$ cat config.mk
export PLATFORM = sky130hd
export DESIGN_NAME = instr_fetch_flat
export DESIGN_NICKNAME = d
export VERILOG_FILES = /design/src/rtl/instr_fetch_if.sv /design/src/rtl/instr_fetch.sv /design/src/flat_wrapper.sv
export SDC_FILE = /design/constraint.sdc
export NUM_CORES = 1
export LEC_CHECK = 0
export ABC_AREA = 1
export CORE_MARGIN = 1
export CORE_UTILIZATION = 50
export DETAILED_ROUTE_END_ITERATION = 8
export PLACE_DENSITY = 0.67
export SETUP_SLACK_MARGIN = 0.05
export SLEW_MARGIN = 20
export SYNTH_ARGS = -nofsm -noshare
export SYNTH_HDL_FRONTEND = slang
export SYNTH_SLANG_ARGS = --single-unit
export TNS_END_PERCENT = 5
$ cat constraint.sdc
create_clock -name Clk -period 3.8 [get_ports Clk]
set_clock_uncertainty 0.2 [all_clocks]
set_input_delay 0.57 -clock Clk [delete_from_list [all_inputs] [get_ports Clk]]
set_output_delay 0.57 -clock Clk [all_outputs]
set_load 0.02 [all_outputs]
$ cat src/rtl/instr_fetch_if.sv
// Fetch-stage port bundle between the fetch stage and its control/ROM side.
// The slave modport is the fetch stage; the master modport is the control side.
interface instr_fetch_if #(
    parameter int PC_W      = 10,
    parameter int INSTR_W   = 9,
    parameter int LUT_IDX_W = 4,
    parameter int CNT_W     = 16
);
    logic                 Stall;
    logic                 BranchEn;
    logic                 Absolute;
    logic [LUT_IDX_W-1:0] TargetIdx;
    logic [INSTR_W-1:0]   InstrIn;
    logic                 LutWe;
    logic [LUT_IDX_W-1:0] LutAddr;
    logic [PC_W-1:0]      LutData;
    logic [PC_W-1:0]      ProgCounter;
    logic [INSTR_W-1:0]   Instr;
    logic                 Done;
    logic [CNT_W-1:0]     RetiredCnt;

    modport slave (
        input  Stall, BranchEn, Absolute, TargetIdx, InstrIn,
        input  LutWe, LutAddr, LutData,
        output ProgCounter, Instr, Done, RetiredCnt
    );

    modport master (
        output Stall, BranchEn, Absolute, TargetIdx, InstrIn,
        output LutWe, LutAddr, LutData,
        input  ProgCounter, Instr, Done, RetiredCnt
    );
endinterface

$ cat src/rtl/instr_fetch.sv
// Program counter and instruction fetch for the 9-bit core: sequential,
// LUT-absolute and LUT-relative next-PC, halt detection and retired count.
module instr_fetch #(
    parameter int                 PC_W      = 10,
    parameter int                 INSTR_W   = 9,
    parameter int                 LUT_IDX_W = 4,
    parameter logic [INSTR_W-1:0] HALT_CODE = 9'b011111111,
    parameter int                 CNT_W     = 16
) (
    input  logic          Clk,
    input  logic          Reset,
    instr_fetch_if.slave  bus
);
    typedef enum logic {ST_RUN, ST_HALT} state_e;

    state_e           state_q, state_d;
    logic [PC_W-1:0]  pc_q, pc_d;
    logic [CNT_W-1:0] cnt_q, cnt_d;
    logic [PC_W-1:0]  lut_q [2**LUT_IDX_W];
    logic [PC_W-1:0]  lut_rd;
    logic             done;

    // Reads return the value held before any write landing on this same edge.
    assign lut_rd = lut_q[bus.TargetIdx];

    always_comb begin
        state_d = state_q;
        pc_d    = pc_q;
        cnt_d   = cnt_q;
        if (state_q == ST_RUN && !bus.Stall) begin
            if (bus.InstrIn == HALT_CODE) begin
                state_d = ST_HALT;
            end else begin
                if (bus.BranchEn && bus.Absolute) begin
                    pc_d = lut_rd;
                end else if (bus.BranchEn) begin
                    pc_d = pc_q + lut_rd;
                end else begin
                    pc_d = pc_q + PC_W'(1);
                end
                if (cnt_q != '1) begin
                    cnt_d = cnt_q + CNT_W'(1);
                end
            end
        end
    end

    // NOTE: state registers use non-blocking assignments so every flop samples pre-edge values.
    always_ff @(posedge Clk) begin
        if (Reset) begin
            state_q <= ST_RUN;
            pc_q    <= '0;
            cnt_q   <= '0;
        end else begin
            state_q <= state_d;
            pc_q    <= pc_d;
            cnt_q   <= cnt_d;
        end
    end

    // NOTE: the target LUT is deliberately left out of reset so boot-loaded entries survive it.
    always_ff @(posedge Clk) begin
        if (bus.LutWe) begin
            lut_q[bus.LutAddr] <= bus.LutData;
        end
    end

    assign done            = (state_q == ST_HALT);
    assign bus.Done        = done;
    assign bus.ProgCounter = pc_q;
    assign bus.RetiredCnt  = cnt_q;
    assign bus.Instr       = done ? '0 : bus.InstrIn;
endmodule
$ cat src/flat_wrapper.sv
// flat-port wrapper written by rule: the top's interface ports become plain ports
module instr_fetch_flat 
#(
    parameter int                 PC_W      = 10,
    parameter int                 INSTR_W   = 9,
    parameter int                 LUT_IDX_W = 4,
    parameter logic [INSTR_W-1:0] HALT_CODE = 9'b011111111,
    parameter int                 CNT_W     = 16
)
  (Clk, Reset, bus_Stall, bus_BranchEn, bus_Absolute, bus_TargetIdx, bus_InstrIn, bus_LutWe, bus_LutAddr, bus_LutData, bus_ProgCounter, bus_Instr, bus_Done, bus_RetiredCnt);
  instr_fetch_if #(.PC_W(PC_W), .INSTR_W(INSTR_W), .LUT_IDX_W(LUT_IDX_W), .CNT_W(CNT_W)) bus_i ();
  input  logic Clk;
  input  logic Reset;
  input wire logic [$bits(bus_i.Stall)-1:0] bus_Stall;
  input wire logic [$bits(bus_i.BranchEn)-1:0] bus_BranchEn;
  input wire logic [$bits(bus_i.Absolute)-1:0] bus_Absolute;
  input wire logic [$bits(bus_i.TargetIdx)-1:0] bus_TargetIdx;
  input wire logic [$bits(bus_i.InstrIn)-1:0] bus_InstrIn;
  input wire logic [$bits(bus_i.LutWe)-1:0] bus_LutWe;
  input wire logic [$bits(bus_i.LutAddr)-1:0] bus_LutAddr;
  input wire logic [$bits(bus_i.LutData)-1:0] bus_LutData;
  output wire logic [$bits(bus_i.ProgCounter)-1:0] bus_ProgCounter;
  output wire logic [$bits(bus_i.Instr)-1:0] bus_Instr;
  output wire logic [$bits(bus_i.Done)-1:0] bus_Done;
  output wire logic [$bits(bus_i.RetiredCnt)-1:0] bus_RetiredCnt;
  assign bus_i.Stall = bus_Stall;
  assign bus_i.BranchEn = bus_BranchEn;
  assign bus_i.Absolute = bus_Absolute;
  assign bus_i.TargetIdx = bus_TargetIdx;
  assign bus_i.InstrIn = bus_InstrIn;
  assign bus_i.LutWe = bus_LutWe;
  assign bus_i.LutAddr = bus_LutAddr;
  assign bus_i.LutData = bus_LutData;
  assign bus_ProgCounter = bus_i.ProgCounter;
  assign bus_Instr = bus_i.Instr;
  assign bus_Done = bus_i.Done;
  assign bus_RetiredCnt = bus_i.RetiredCnt;
  instr_fetch #(.PC_W(PC_W), .INSTR_W(INSTR_W), .LUT_IDX_W(LUT_IDX_W), .HALT_CODE(HALT_CODE), .CNT_W(CNT_W)) u_core (.Clk(Clk), .Reset(Reset), .bus(bus_i));
endmodule
==> results <==
- Per report_power, the sequential group accounts for 51.2% of the total.
- In the final routed layout, each cell accounts on average for 18.8 um.
- Of all flip-flops after synthesis, the portion carrying an async set or reset was 0%.
- The start of the worst register-to-register path is u_core.lut_q[2][7].
- At the worst endpoint, the required time is 3.93 ns.
- In this run the worst path has a maximum fanout of 19.
- The type of the worst min-delay path is reg -> reg.
- Pin placement for this block handled 69 I/O pins.
- The register cell area after layout is 5350 um2.
- TritonCTS built the clock tree.
- Summing the areas of all fa, ha and maj instances in the mapped netlist gives 1.76% of the synthesized area.
- The average cell area after synthesis is 10.8 um2.
- The classification of the worst setup path is in -> reg.
- The first detailed-routing pass ran for 5 iterations.
- The combinational power share is 9.7%.
- Of the total synthesized cell area, the portion taken by XOR and XNOR cells is 0.638%.
- Measured along the x axis, the die boundary spans 130 um.
- The layout overhead on the synthesized area is 19.5%.
- The final-report hold violation count is 0.
- For this run, the leading register cell type out of synthesis is sky130_fd_sc_hd__edfxtp_1.
- The DRC violations left is 0.
- After synthesis, the largest family of logic cells by area is simple AND/OR/NAND/NOR gates.
- The number of synthesis warnings is 0.
- The tool flagged a number of max-cap violations equal to 0.
- The share of power burned in the clock network is 39.2%.
- Routability-driven placement finished with a final weighted congestion of 0.964.
- The synthesized netlist devotes 14.2% of its cell area to simple gates.
- The most common cell after layout, fill and taps aside is sky130_fd_sc_hd__edfxtp_1.
- The post-layout total power is 4.48 mW.
- The area of the multi-input gates is 2450 um2.
- The clock passes through at most 2 buffers.
- The first element of the critical path is bus_TargetIdx[1].
- The overall die height is 130 um.
- In the global route stage, overall resource usage came out at 25.3%.
- The flow ran to the end, and the final reports show no timing, DRC or antenna violations.
- Of the post-synthesis cell area, the part taken by muxes is 0%.
- The number of failing setup endpoints in the final timing report is 0.
- The final layout net count is 887.
- Setup repair after global routing left no endpoint under its margin.
- The first global-routing pass estimated 31,200 um of wire.
- After global routing the overflow that remains totals 0.
- In this run the static leakage power is 3.51 nW.
- The cell area after synthesis is 8240 um2.
- In this run, synthesis inferred 160 flip-flops with an integrated enable.
- Synthesis produced 761 cells.
- The final route contains 6,206 vias.
- After detailed routing, the number of vias per cell comes to 5.79.
- Cells with a size suffix above 1 make up 9.35% of the layout.
- The number of fill cells in the layout is 1,323.
- After floorplanning, the core was divided into 46 placement rows.
- The minimum setup slack among reg-to-reg paths is 0.99 ns.
- After clock tree synthesis, the clock-pin slew on the worst setup and hold paths is 0.07 ns.
- Based on the critical path, the design can be clocked at up to 295 MHz.
- The worst pin sits at a relative slew slack of 58.8%.
- Clock tree synthesis selected as its root buffer the cell sky130_fd_sc_hd__clkbuf_16.
- The endpoint class of the critical path is a flop.
- The largest net degree at the start of global routing is 59.
- The net switching component of the power is 1.07 mW.
- The detailed placer's ending HPWL is 13,400 um.
- The share of the yosys chip area belonging to registers is 64.9%.
- The source of the worst hold timing path is u_core.bus.RetiredCnt[15].
- The post-placement worst setup slack is -0.118 ns.
- After layout, the worst path uses 89.1% of the clock period.
- At the later pin of the worst-skew pair, clock insertion delay measures 0.43 ns.
- The number of nets with antenna violations after detailed routing is 0.
- The number of nets in the synthesized netlist is 805.
- The placeable core area is 16,000 um2.
- The top cell type by total area after synthesis is sky130_fd_sc_hd__edfxtp_1.
- In this run, CTS created clock tree buffers numbering 17.
- The area enclosed by the die boundary is 17,000 um2.
- The worst voltage drop across the vdd grid is 328 uV.
- The total power density per cell area is 455 nW/um2.
- The post-cts hold buffer count is 0.
- The post-detailed-routing wire length is 20,200 um.
- The launching element type of the critical path is an input pin.
- The routed design could run at a clock period as short as 3.39 ns.
- The smallest setup slack after layout is 0.413 ns.
- At the worst endpoint, the arrival time is 3.51 ns.
- Net switching is 23.8% of the power.
- The number of synthesized register bits is 187.
- Cell internal power was estimated by the tool at 3.41 mW.
- The max-slew violation count was 0.
- For this block, the initial DRC count from the detailed router was 551.
- In the layout the commonest cells are sky130_fd_sc_hd__edfxtp_1, sky130_fd_sc_hd__nor2_1, sky130_fd_sc_hd__nand2_1.
- The transition time at the pin with the least slew margin is 0.615 ns.
- The number of H-tree branching levels is 4.
- The portion of synthesized cell area occupied by the leading cell type is 58.3%.
- 0 antenna diodes ended up in the layout.
- The synthesized-area fraction occupied by ao, oa, aoi and oai cells is 13.1%.
- The initial antenna violation count came to 0.
- The number of global-route vias before repair is 5,876.
- Sorting the synthesized cells by area gives the leading types as sky130_fd_sc_hd__edfxtp_1, sky130_fd_sc_hd__dfxtp_1, sky130_fd_sc_hd__nor2_1.
- The CTS sink count is 187.
- The unique cell type count in the Yosys netlist is 41.
- For this configuration, the core starts out at a cell density of 51.5%.
- Port buffering added 68 buffers.
## logic make-up (layout without fill, tap and decap cells)
group,Yosys count,in the layout
adder cells (fa/ha/maj),11,11
flip-flops,187,187
XOR/XNOR,6,6
AO/OA/AOI/OAI,184,184
buffers and inverters,99,194
AND/OR/NAND/NOR,274,274
## synthesized netlist by cell type (7+ instances only)
master	count
sky130_fd_sc_hd__nand3_1	41
sky130_fd_sc_hd__o221ai_1	27
sky130_fd_sc_hd__a31oi_1	8
sky130_fd_sc_hd__edfxtp_1	160
sky130_fd_sc_hd__ha_1	10
sky130_fd_sc_hd__o211ai_1	10
sky130_fd_sc_hd__inv_2	7
sky130_fd_sc_hd__inv_1	54
sky130_fd_sc_hd__nand2_1	92
sky130_fd_sc_hd__nor2_1	119
sky130_fd_sc_hd__dfxtp_1	27
sky130_fd_sc_hd__o21ai_0	77
sky130_fd_sc_hd__clkbuf_1	12
sky130_fd_sc_hd__o21ai_1	15
sky130_fd_sc_hd__buf_2	11
sky130_fd_sc_hd__a21oi_1	34
sky130_fd_sc_hd__o22ai_1	9
## final timing paths
check / endpoint / cells after the start
setup / recovery: u_core.bus.ProgCounter[8] / 16
hold / removal: u_core.bus.RetiredCnt[15] / 2
setup reg to reg: u_core.bus.ProgCounter[9] / 13
hold reg to reg: u_core.bus.RetiredCnt[15] / 2
## metrics by stage
| stage | setup TNS, ns | utilization (%) | hold slack, ns | instance area (um2) | instances |
|---|---|---|---|---|---|
| 2_1_floorplan | 0 | - | 0.350 | 8240 | 761 |
| 3_3_place_gp | 0 | 57.9 | 0.273 | 9260 | 1040 |
| 3_5_place_dp | -0.180 | 57.9 | 0.298 | 9260 | 1040 |
| 4_1_cts | 0 | 61.5 | 0.309 | 9850 | 1072 |
| 5_1_grt | 0 | 61.5 | 0.344 | 9850 | 1072 |
| 6_report | 0 | 61.5 | 0.304 | 9850 | 1072 |
## per-layer routing
layer  GRT usage [%]  share of wire [%]  vias up
met5               0                  0        -
met4            8.11                1.6        0
met3            4.80                8.3       26
met2            41.4                 48      309
met1            34.1                 42     2986
li1                -                  -     2885
## power by group through the flow
stage / Clock (mW) / Combinational [mW] / Sequential, mW
final: 1.76 / 0.434 / 2.29
after global routing: 1.86 / 0.478 / 2.30
after CTS: 1.78 / 0.431 / 2.29
after detailed placement: 0 / 0.429 / 2.34
after global placement: 0 / 0.418 / 2.34
after floorplan: 0 / 0.237 / 2.35
## flip-flops by register name, summed over array words and instances (netlist names)
name	count
u_core.lut_q	160
u_core.bus.RetiredCnt	16
u_core.bus.ProgCounter	10
u_core.bus.Done	1
## area by class of cell
class / instances / area share (%)
Clock buffer: 17 / 4.32
Multi-Input combinational cell: 475 / 24.9
Timing Repair Buffer: 99 / 9.73
Sequential cell: 187 / 54.3
Tap cell: 216 / 2.74
Clock inverter: 15 / 1.61
Inverter: 63 / 2.43
## critical path: stages
cell,delay (ns)
sky130_fd_sc_hd__clkdlybuf4s50_1,0.59
sky130_fd_sc_hd__buf_4,0.27
sky130_fd_sc_hd__o21ai_0,0.13
sky130_fd_sc_hd__o221ai_1,0.23
sky130_fd_sc_hd__nand3_1,0.19
sky130_fd_sc_hd__a21oi_1,0.33
sky130_fd_sc_hd__fa_1,0.28
sky130_fd_sc_hd__a21oi_1,0.08
sky130_fd_sc_hd__o21ai_1,0.25
sky130_fd_sc_hd__nand4_1,0.13
sky130_fd_sc_hd__nand2_1,0.09
sky130_fd_sc_hd__a21oi_1,0.05
sky130_fd_sc_hd__o21ai_0,0.10
sky130_fd_sc_hd__nand3_1,0.10
sky130_fd_sc_hd__nand2_1,0.07
sky130_fd_sc_hd__inv_1,0.03
## repair_timing
action	in CTS	in global routing
resized for setup	0	1
buffers inserted	0	0
setup endpoints to repair	0	1
endpoints found under the hold margin	0	0
(Power assumes the default switching activity.)
